## src/rtl/dma_mc_pkg.sv

```systemverilog
// dma_mc_pkg
// Shared types and helpers for the multi-channel sample DMA.
//   state_t      : transfer FSM states (IDLE/REQ/READ/WRITE)
//   clog2        : ceiling log2 usable in parameter expressions
//   compose_addr : ping-pong RAM address for a channel/half/index triple
package dma_mc_pkg;

    typedef enum logic [1:0] {
        ST_IDLE  = 2'd0,
        ST_REQ   = 2'd1,
        ST_READ  = 2'd2,
        ST_WRITE = 2'd3
    } state_t;

    function automatic int clog2(input int value);
        int r;
        r = 0;
        while ((1 << r) < value) begin
            r = r + 1;
        end
        return r;
    endfunction

    // Each channel owns a 2*depth region: lower half first, upper half second.
    function automatic int unsigned compose_addr(input int unsigned ch,
                                                 input logic        half,
                                                 input int unsigned idx,
                                                 input int unsigned depth);
        int unsigned base;
        base = ch * 2 * depth;
        if (half) begin
            base = base + depth;
        end
        return base + idx;
    endfunction

endpackage

```

## src/rtl/dma_mc_rr_pick.sv

```systemverilog
// dma_mc_rr_pick
// Combinational round-robin picker.
//   pending : per-channel request bits
//   last    : index of the channel served most recently
//   valid   : at least one channel is pending
//   sel     : first pending channel found searching from (last + 1) mod NCH
module dma_mc_rr_pick #(
    parameter int NCH = 2,
    parameter int SW  = 1
) (
    input  logic [NCH-1:0] pending,
    input  logic [SW-1:0]  last,
    output logic           valid,
    output logic [SW-1:0]  sel
);

    logic [SW-1:0] cand;

    // Walk the candidates from farthest to nearest so the nearest pending
    // channel after 'last' is the one left standing in 'sel'.
    always_comb begin
        valid = 1'b0;
        sel   = '0;
        cand  = '0;
        for (int k = NCH; k >= 1; k--) begin
            cand = SW'((32'(last) + 32'(k)) % 32'(NCH));
            if (pending[cand]) begin
                valid = 1'b1;
                sel   = cand;
            end
        end
    end

endmodule

```

## src/rtl/dma_mc.sv

```systemverilog
// dma_mc
// Multi-channel sample DMA: collects per-channel sample flags, picks a
// channel round-robin, requests the sample RAM bus, strobes the channel's
// SPI read and writes the sample into that channel's ping-pong region.
// Ports:
//   clk, reset      : clock, synchronous active-high reset
//   dflag           : per-channel one-cycle "sample ready" pulse
//   read_spi        : one-hot one-cycle read strobe to the selected SPI
//   breq / bgrant   : bus request / grant handshake with the arbiter
//   a, as, write    : RAM address, address strobe, write strobe
//   top_buf_flag    : per-channel half currently being filled
//   buf_done        : per-channel pulse when a half-buffer fills
//   overrun         : per-channel sticky dropped-sample flag
//   clear_overrun   : clears all overrun bits
module dma_mc
    import dma_mc_pkg::*;
#(
    parameter int NCH       = 2,
    parameter int BUF_DEPTH = 64,
    parameter int AW        = 8
) (
    input  logic           clk,
    input  logic           reset,
    input  logic [NCH-1:0] dflag,
    output logic [NCH-1:0] read_spi,
    output logic           breq,
    input  logic           bgrant,
    output logic [AW-1:0]  a,
    output logic           as,
    output logic           write,
    output logic [NCH-1:0] top_buf_flag,
    output logic [NCH-1:0] buf_done,
    output logic [NCH-1:0] overrun,
    input  logic           clear_overrun
);

    localparam int IW = clog2(BUF_DEPTH);
    localparam int SW = (NCH > 1) ? clog2(NCH) : 1;

    generate
        if (NCH < 1 || NCH > 8) begin : g_bad_nch
            $error("dma_mc: NCH must be in 1..8");
        end
        if (BUF_DEPTH < 2 || (BUF_DEPTH & (BUF_DEPTH - 1)) != 0) begin : g_bad_depth
            $error("dma_mc: BUF_DEPTH must be a power of two >= 2");
        end
        if ((1 << AW) < NCH * 2 * BUF_DEPTH) begin : g_bad_aw
            $error("dma_mc: AW too small for NCH*2*BUF_DEPTH");
        end
    endgenerate

    state_t                  state_q, state_d;
    logic [SW-1:0]           sel_q, sel_d;
    logic [SW-1:0]           last_q, last_d;
    logic [NCH-1:0]          pending_q, pending_d;
    logic [NCH-1:0]          half_q, half_d;
    logic [NCH-1:0]          overrun_q, overrun_d;
    logic [NCH-1:0][IW-1:0]  idx_q, idx_d;
    logic                    breq_q, breq_d;
    logic                    as_q, as_d;
    logic                    write_q, write_d;
    logic [NCH-1:0]          read_spi_q, read_spi_d;
    logic [NCH-1:0]          buf_done_q, buf_done_d;
    logic [AW-1:0]           a_q, a_d;

    logic                    pick_valid;
    logic [SW-1:0]           pick_sel;
    logic [NCH-1:0]          sel_onehot;
    logic                    sel_at_end;

    dma_mc_rr_pick #(
        .NCH (NCH),
        .SW  (SW)
    ) u_rr_pick (
        .pending (pending_q),
        .last    (last_q),
        .valid   (pick_valid),
        .sel     (pick_sel)
    );

    assign sel_onehot = NCH'(1) << sel_q;
    assign sel_at_end = (idx_q[sel_q] == IW'(BUF_DEPTH - 1));

    // Transfer FSM plus the registered bus/strobe outputs. Outputs are
    // derived from the next state so they line up with the state register.
    always_comb begin
        state_d = state_q;
        sel_d   = sel_q;
        last_d  = last_q;
        case (state_q)
            ST_IDLE: begin
                if (pick_valid) begin
                    state_d = ST_REQ;
                    sel_d   = pick_sel;
                    last_d  = pick_sel;
                end
            end
            ST_REQ: begin
                if (bgrant) begin
                    state_d = ST_READ;
                end
            end
            ST_READ:  state_d = ST_WRITE;
            ST_WRITE: state_d = ST_IDLE;
            default:  state_d = ST_IDLE;
        endcase

        breq_d     = (state_d != ST_IDLE);
        read_spi_d = (state_d == ST_READ) ? sel_onehot : '0;
        as_d       = (state_d == ST_WRITE);
        write_d    = (state_d == ST_WRITE);
        buf_done_d = (state_d == ST_WRITE && sel_at_end) ? sel_onehot : '0;
        a_d        = a_q;
        if (state_d == ST_WRITE) begin
            a_d = AW'(compose_addr(32'(sel_q), half_q[sel_q],
                                   32'(idx_q[sel_q]), 32'(BUF_DEPTH)));
        end
    end

    // Per-channel bookkeeping. read_spi_q is high exactly for the channel
    // being read this cycle, which is when its pending bit is consumed; a
    // new flag in that same cycle re-arms pending instead of overrunning.
    always_comb begin
        pending_d = dflag | (pending_q & ~read_spi_q);
        overrun_d = (overrun_q & ~{NCH{clear_overrun}})
                  | (dflag & pending_q & ~read_spi_q);
        idx_d     = idx_q;
        half_d    = half_q;
        if (state_q == ST_WRITE) begin
            idx_d[sel_q] = idx_q[sel_q] + IW'(1);
            if (sel_at_end) begin
                half_d[sel_q] = ~half_q[sel_q];
            end
        end
    end

    // State and output registers; reset aborts any transfer in flight.
    always_ff @(posedge clk) begin
        if (reset) begin
            state_q    <= ST_IDLE;
            sel_q      <= '0;
            last_q     <= SW'(NCH - 1);
            pending_q  <= '0;
            half_q     <= '0;
            overrun_q  <= '0;
            idx_q      <= '0;
            breq_q     <= 1'b0;
            as_q       <= 1'b0;
            write_q    <= 1'b0;
            read_spi_q <= '0;
            buf_done_q <= '0;
            a_q        <= '0;
        end else begin
            state_q    <= state_d;
            sel_q      <= sel_d;
            last_q     <= last_d;
            pending_q  <= pending_d;
            half_q     <= half_d;
            overrun_q  <= overrun_d;
            idx_q      <= idx_d;
            breq_q     <= breq_d;
            as_q       <= as_d;
            write_q    <= write_d;
            read_spi_q <= read_spi_d;
            buf_done_q <= buf_done_d;
            a_q        <= a_d;
        end
    end

    assign read_spi     = read_spi_q;
    assign breq         = breq_q;
    assign a            = a_q;
    assign as           = as_q;
    assign write        = write_q;
    assign top_buf_flag = half_q;
    assign buf_done     = buf_done_q;
    assign overrun      = overrun_q;

endmodule

```

## config.mk

```make
export PLATFORM = sky130hd
export DESIGN_NAME = dma_mc
export DESIGN_NICKNAME = d
export VERILOG_FILES = /design/src/rtl/dma_mc_pkg.sv /design/src/rtl/dma_mc_rr_pick.sv /design/src/rtl/dma_mc.sv
export SDC_FILE = /design/constraint.sdc
export NUM_CORES = 1
export LEC_CHECK = 0
export BUFFER_PORTS_ARGS = -buffer_cell sky130_fd_sc_hd__buf_4
export CORE_MARGIN = 3
export CORE_UTILIZATION = 30
export CTS_CLUSTER_DIAMETER = 40
export DETAILED_ROUTE_END_ITERATION = 8
export HOLD_SLACK_MARGIN = 0.12
export PLACE_DENSITY_LB_ADDON = 0.12
export RECOVER_POWER = 25
export SYNTH_ARGS = -nofsm -noshare
export SYNTH_HDL_FRONTEND = slang
export SYNTH_HIERARCHICAL = 1
export SYNTH_SLANG_ARGS = --single-unit
```

## constraint.sdc

```tcl
create_clock -name clk -period 1.9 [get_ports clk]
set_input_delay 0.19 -clock clk [delete_from_list [all_inputs] [get_ports clk]]
set_output_delay 0.19 -clock clk [all_outputs]
set_load 0.01 [all_outputs]
```

Word-level counts from Yosys, hierarchy flattened
Index checks and enable logic that the tools add are counted.

storage, ports and cells
  flip-flop bits (word level) = 36
  output and inout bits = 19
  word-level logic and storage cells = 71

operators by class
  $add $sub $neg = 5
  $lt $le $gt $ge = 4
  eq/ne operators = 6
  shift-type cells = 1
  multiplexer cells = 23
  bitwise operators = 11
  reduce and logical (&&, ||, !) cells = 8

operators by type and width
  kind                                                                          count
  6-bit two-way mux                                                             3
  8-bit two-way mux                                                             2
  12-bit bitwise mux                                                            1
  1-bit two-way mux                                                             11
  8-bit by 6-bit adder with 8-bit output                                        1
  8-bit by 7-bit adder with 8-bit output, second input constant                 1
  2-bit bitwise AND                                                             4
  2-bit equality test, second input constant                                    4
  2-bit one-hot mux with 4 select lines                                         1
  6-bit by 1-bit adder with 6-bit output, second input constant                 1
  6-bit demux with 1-bit select                                                 1
  6-bit equality test, second input constant                                    1
  1-bit by 2-bit less-than comparator with 1-bit output, second input constant  3
  2-bit two-way mux                                                             2
  2-bit NOT                                                                     2
  2-bit OR                                                                      2
  2-bit AND reduction                                                           2
  2-bit OR reduction                                                            2
  1-bit NOT                                                                     3
  1-bit adder, second input constant                                            2
  2-bit bitwise mux                                                             1
  2-bit by 1-bit equality test with 1-bit output, second input constant         1
  1-bit logical AND                                                             2
  2-bit logical NOT                                                             1
  4 further kinds                                                               4

Logic depth before layout (Yosys ltp)
  depth in word-level cells = 11
  gate-level depth with buffers = 6
  gate-level depth less buffers = 5

Modules after synthesis
Netlist, hierarchy kept.

by module, submodules not included
  module          times used  cells an instance  area each (um2)  seq. area each (um2)
  dma_mc          1           161                1501.4           720.7
  dma_mc_rr_pick  1           2                  13.8             0.0

Worst setup path after synthesis
No wires, ideal clock.

  path kind = register -> register
  from = register sel_q
  to = register half_q[0] (netlist: top_buf_flag[0])
  library setup time = 121 ps
  arrival = 1569 ps
  required time = 1779 ps
  slack = 210 ps
  stages on the path, launching flop included = 7
  buffers on the path = 1
  cell sequence = dfxtp_1 buf_4 mux2_2 ha_1 nand3_1 a211oi_1 mux2_2

on the way
  cells in the longest elaborated chain, start to end = 5

RTL lines
  element                                                                                                                    line           RTL
  start, declared                                                                                                            dma_mc.sv:53   logic [SW-1:0] sel_q, sel_d;
  start signal, assigned                                                                                                     dma_mc.sv:155  sel_q <= sel_d;
  1-bit by 2-bit less-than comparator with 1-bit output (implied by the code) / 1-bit >= comparator (equally long branches)  dma_mc.sv:132  half_d[sel_q] = ~half_q[sel_q];
  1-bit logical AND (implied by the code)                                                                                    dma_mc.sv:132
  1-bit two-way mux (implied by the code)                                                                                    dma_mc.sv:132
  1-bit demux with 1-bit select                                                                                              dma_mc.sv:132
  2-bit bitwise mux                                                                                                          dma_mc.sv:132
  end signal, assigned                                                                                                       dma_mc.sv:158  half_q <= half_d;
  end, declared                                                                                                              dma_mc.sv:56   logic [NCH-1:0] half_q, half_d;

Several ways; a longest one is shown, not always the timed one. The select of a mux whose other input is x is not followed.
A chain may end at the register's enable or synchronous reset.

Worst setup path in the final report
  from = register sel_q
  to = register half_q[1] (netlist: top_buf_flag[1])

The elaborated chain is that of the path after synthesis.

==> results.sh <==
export IMPL_slowest_delay_ns=0.43
export IMPL_core_sq_mm=0.00482
export IMPL_setup_tns_ns=0
export IMPL_syn2layout_area_growth_pct=19.6
export IMPL_syn_inst=163
export IMPL_num_fill_cells=514
export IMPL_cp_end_kind="register"
export IMPL_cp_depth=5
export IMPL_dr_total_vias=1209
export IMPL_antenna_found_initial=0
export IMPL_period_minus_slack_ns=1.72
export IMPL_whs_endpoint="pending_q[0]"
export IMPL_fin_util_pct=37.6
export IMPL_routedWlPerCell_um=12.8
export IMPL_placedCellCount=245
export IMPL_dieArea_sq_mm=0.00594
export IMPL_drtIter0Drc=64
export IMPL_wl_mm=3.24
export IMPL_crit_top_cell="mux2_2"
export IMPL_globalRouteTotalUtil_pct=11.9
export IMPL_drive_above_1_share_pct=18.8
export IMPL_final_cell_mix="dfxtp_1, nor2_1, buf_4"
export IMPL_worst_hold_path_type="input pin to register"
export IMPL_cts_path_max_buffers=2
export IMPL_dp_hpwl_mm=2.33
export IMPL_skew_ns=0.00410
export IMPL_r2r_slack_ns=0.18
export IMPL_whs_ns=0.130
export IMPL_arrival_ns=1.89
export IMPL_clock_sinks=36
export IMPL_min_path_cells=3
export IMPL_grt_pass1_wl_mm=5.57
export IMPL_peakVddDrop_uv=244
export IMPL_dieHeight_um=77.1
export IMPL_rr_worst_depth=5
export IMPL_port_buffers=24
export IMPL_critPathBufInv=0
export IMPL_synth_distinct_cells=38
export IMPL_switchingPower_mw=0.347
export IMPL_cts_buffers=5
export IMPL_timing_rr_end="top_buf_flag[1]"
export IMPL_relSlewSlack_pct=72.8
export IMPL_timing_final_crit_share_pct=90.4
export IMPL_clock_root_buffer="clkbuf_8"
export IMPL_overflow=0
export IMPL_first_global_vias=1163
export IMPL_ant_nets=0
export IMPL_cp_cell_sequence="mux2_2, ha_1, nand3_2, a211oi_1, mux2_2"
export IMPL_max_cap_violations=0
export IMPL_ios=25
export IMPL_dr_pass1_iters=4
export IMPL_ctsHtreeMaxLevel=2
export IMPL_place_gp_congestion=0.815
export IMPL_path_max_fanout=6
export IMPL_drcViolationCount=0
export IMPL_synth_async_reset_ratio_pct=0
export IMPL_hold_path_startpoint="dflag[0]"
export IMPL_preCtsSetupSlack_ns=0.135
export IMPL_drv_slew=0
export IMPL_seq_area_frac_synth_pct=47.6
export IMPL_synthFlopType="dfxtp_1"
export IMPL_fin_ws_ns=0.182
export IMPL_critPathKind="register to register"
export IMPL_synth_nets=170
export IMPL_pwr_share_seq_pct=53.4
export IMPL_cp_top_family="multiplexers"
export IMPL_pwr_share_comb_pct=8.9
export IMPL_layout_cells_non_filler=253
export IMPL_synth_seq_cells=36
export IMPL_num_rows=25
export IMPL_final_common_cell="dfxtp_1"
export IMPL_status="finished, final reports clean"
export IMPL_setup_viol=0
export IMPL_grt_max_degree=37
export IMPL_p_int_mw=1.17
export IMPL_leakage_nw=0.665
export IMPL_syn_area_sq_mm=0.00152
export IMPL_synth_avg_cell_area_sq_um=9.30
export IMPL_worst_pin_slew_ns=0.407
export IMPL_worstSkewPairLatency_ns=0.28
export IMPL_seq_area_sq_um=721
export IMPL_power_density_mw_per_mm2=838
export IMPL_finalHoldViolCount=0
export IMPL_critPathRequiredTime_ns=2.07
export IMPL_startpoint="sel_q"
export IMPL_cts_tree="done"
export IMPL_antenna_cells=0
export IMPL_rsz0062_at_grt="false"
export IMPL_fmax_ghz=0.582
export IMPL_start_kind="register"
export IMPL_r2r_start="sel_q"
export IMPL_cts_reportedPaths_clkPinSlew_ns=0.07
export IMPL_synth_warnings=6
export IMPL_multiInputGateArea_sq_um=743
export IMPL_synth_edf_count=0
export IMPL_nets=193
export IMPL_vias_per_cell=4.78
export IMPL_slowest_stage="dfxtp_1"
export IMPL_start_util_pct=31.5
export IMPL_die_w_um=77.1
export IMPL_p_sw_share_pct=22.8
export IMPL_clkPwrFrac_pct=37.7
-- worst max path at each step --
stage                                  to
after global routing      top_buf_flag[1]
after floorplan           top_buf_flag[0]
after global placement    top_buf_flag[0]
after detailed placement  top_buf_flag[0]
final                     top_buf_flag[1]
after CTS                 top_buf_flag[0]
-- routing by layer --
layer | global-route usage [%] | up-vias | share of wire [%]
li1 | - | 614 | -
met1 | 14.7 | 559 | 49
met2 | 18.6 | 29 | 45
met3 | 3.76 | 7 | 4.3
met4 | 6.05 | 0 | 2.0
met5 | 0 | - | 0
-- metrics by stage --
| stage | instance area [sq um] | power (mW) |
|---|---|---|
| 3_5_place_dp | 1730 | 0.970 |
| 5_1_grt | 1810 | 1.60 |
| 4_1_cts | 1840 | 1.55 |
| 6_report | 1810 | 1.52 |
| 2_1_floorplan | 1520 | 0.921 |
| 3_3_place_gp | 1730 | 0.967 |
-- logic make-up (layout without fill, tap and decap cells) --
group           after synthesis  in the layout  share of synthesized area, %
simple gates                 73             73                          26.4
flops                        36             36                          47.6
compound gates               27             27                          11.1
mux                          12             12                          8.34
buf+inv                      11             34                          4.05
xor+xnor                      3              3                          1.73
fa+ha+maj                     1              1                         0.826
-- power by group through the flow --
stage | Sequential (mW) | Combinational [mW] | Clock [mW]
after detailed placement | 0.827 | 0.142 | 0
after CTS | 0.810 | 0.145 | 0.597
after global routing | 0.815 | 0.152 | 0.630
final | 0.811 | 0.135 | 0.571
after global placement | 0.827 | 0.140 | 0
after floorplan | 0.822 | 0.0987 | 0
-- flip-flops by register name (all words and copies together), names as in the netlist --
register      count
buf_done          2
state_q           2
sel_q             1
read_spi          2
overrun           2
last_q            1
write             1
a                 8
pending_q         2
top_buf_flag      2
breq              1
idx_q            12
-- worst min-delay path, stage by stage --
cell    delay (ns)
buf_4         0.08
nor2_1        0.03
nor2_1        0.07
-- synth_stat cells (all sizes together) (3+ instances only) --
library cell  instances  area share, %
dfxtp                36             48
nor2                 25            6.2
a21oi                11            3.6
buf                   9            3.6
nand2                 9            2.4
nor2b                 8            3.3
mux2i                 7            4.6
a211oi                6            3.0
mux2                  5            3.7
nand3b                5            2.5
nand3                 4            1.3
o21ai                 4            1.3
or3                   4            1.7
nor3                  3           0.99
xor2                  3            1.7
-- repair_timing --
action,CTS,global route
resized for setup,0,2
endpoints found under the hold margin,1,0
buffers inserted,0,0
endpoints found under the setup margin,0,2
hold buffers,1,0
-- cell type report --
class / instances / share of cell area, %
clock buffers: 7 / 5.32
inverters: 1 / 0.207
multi-input cells: 116 / 41.0
flip-flops and latches: 36 / 39.8
well taps: 67 / 4.63
repair buffers: 26 / 9.05
Note: power is estimated with default switching activity, not from simulation.
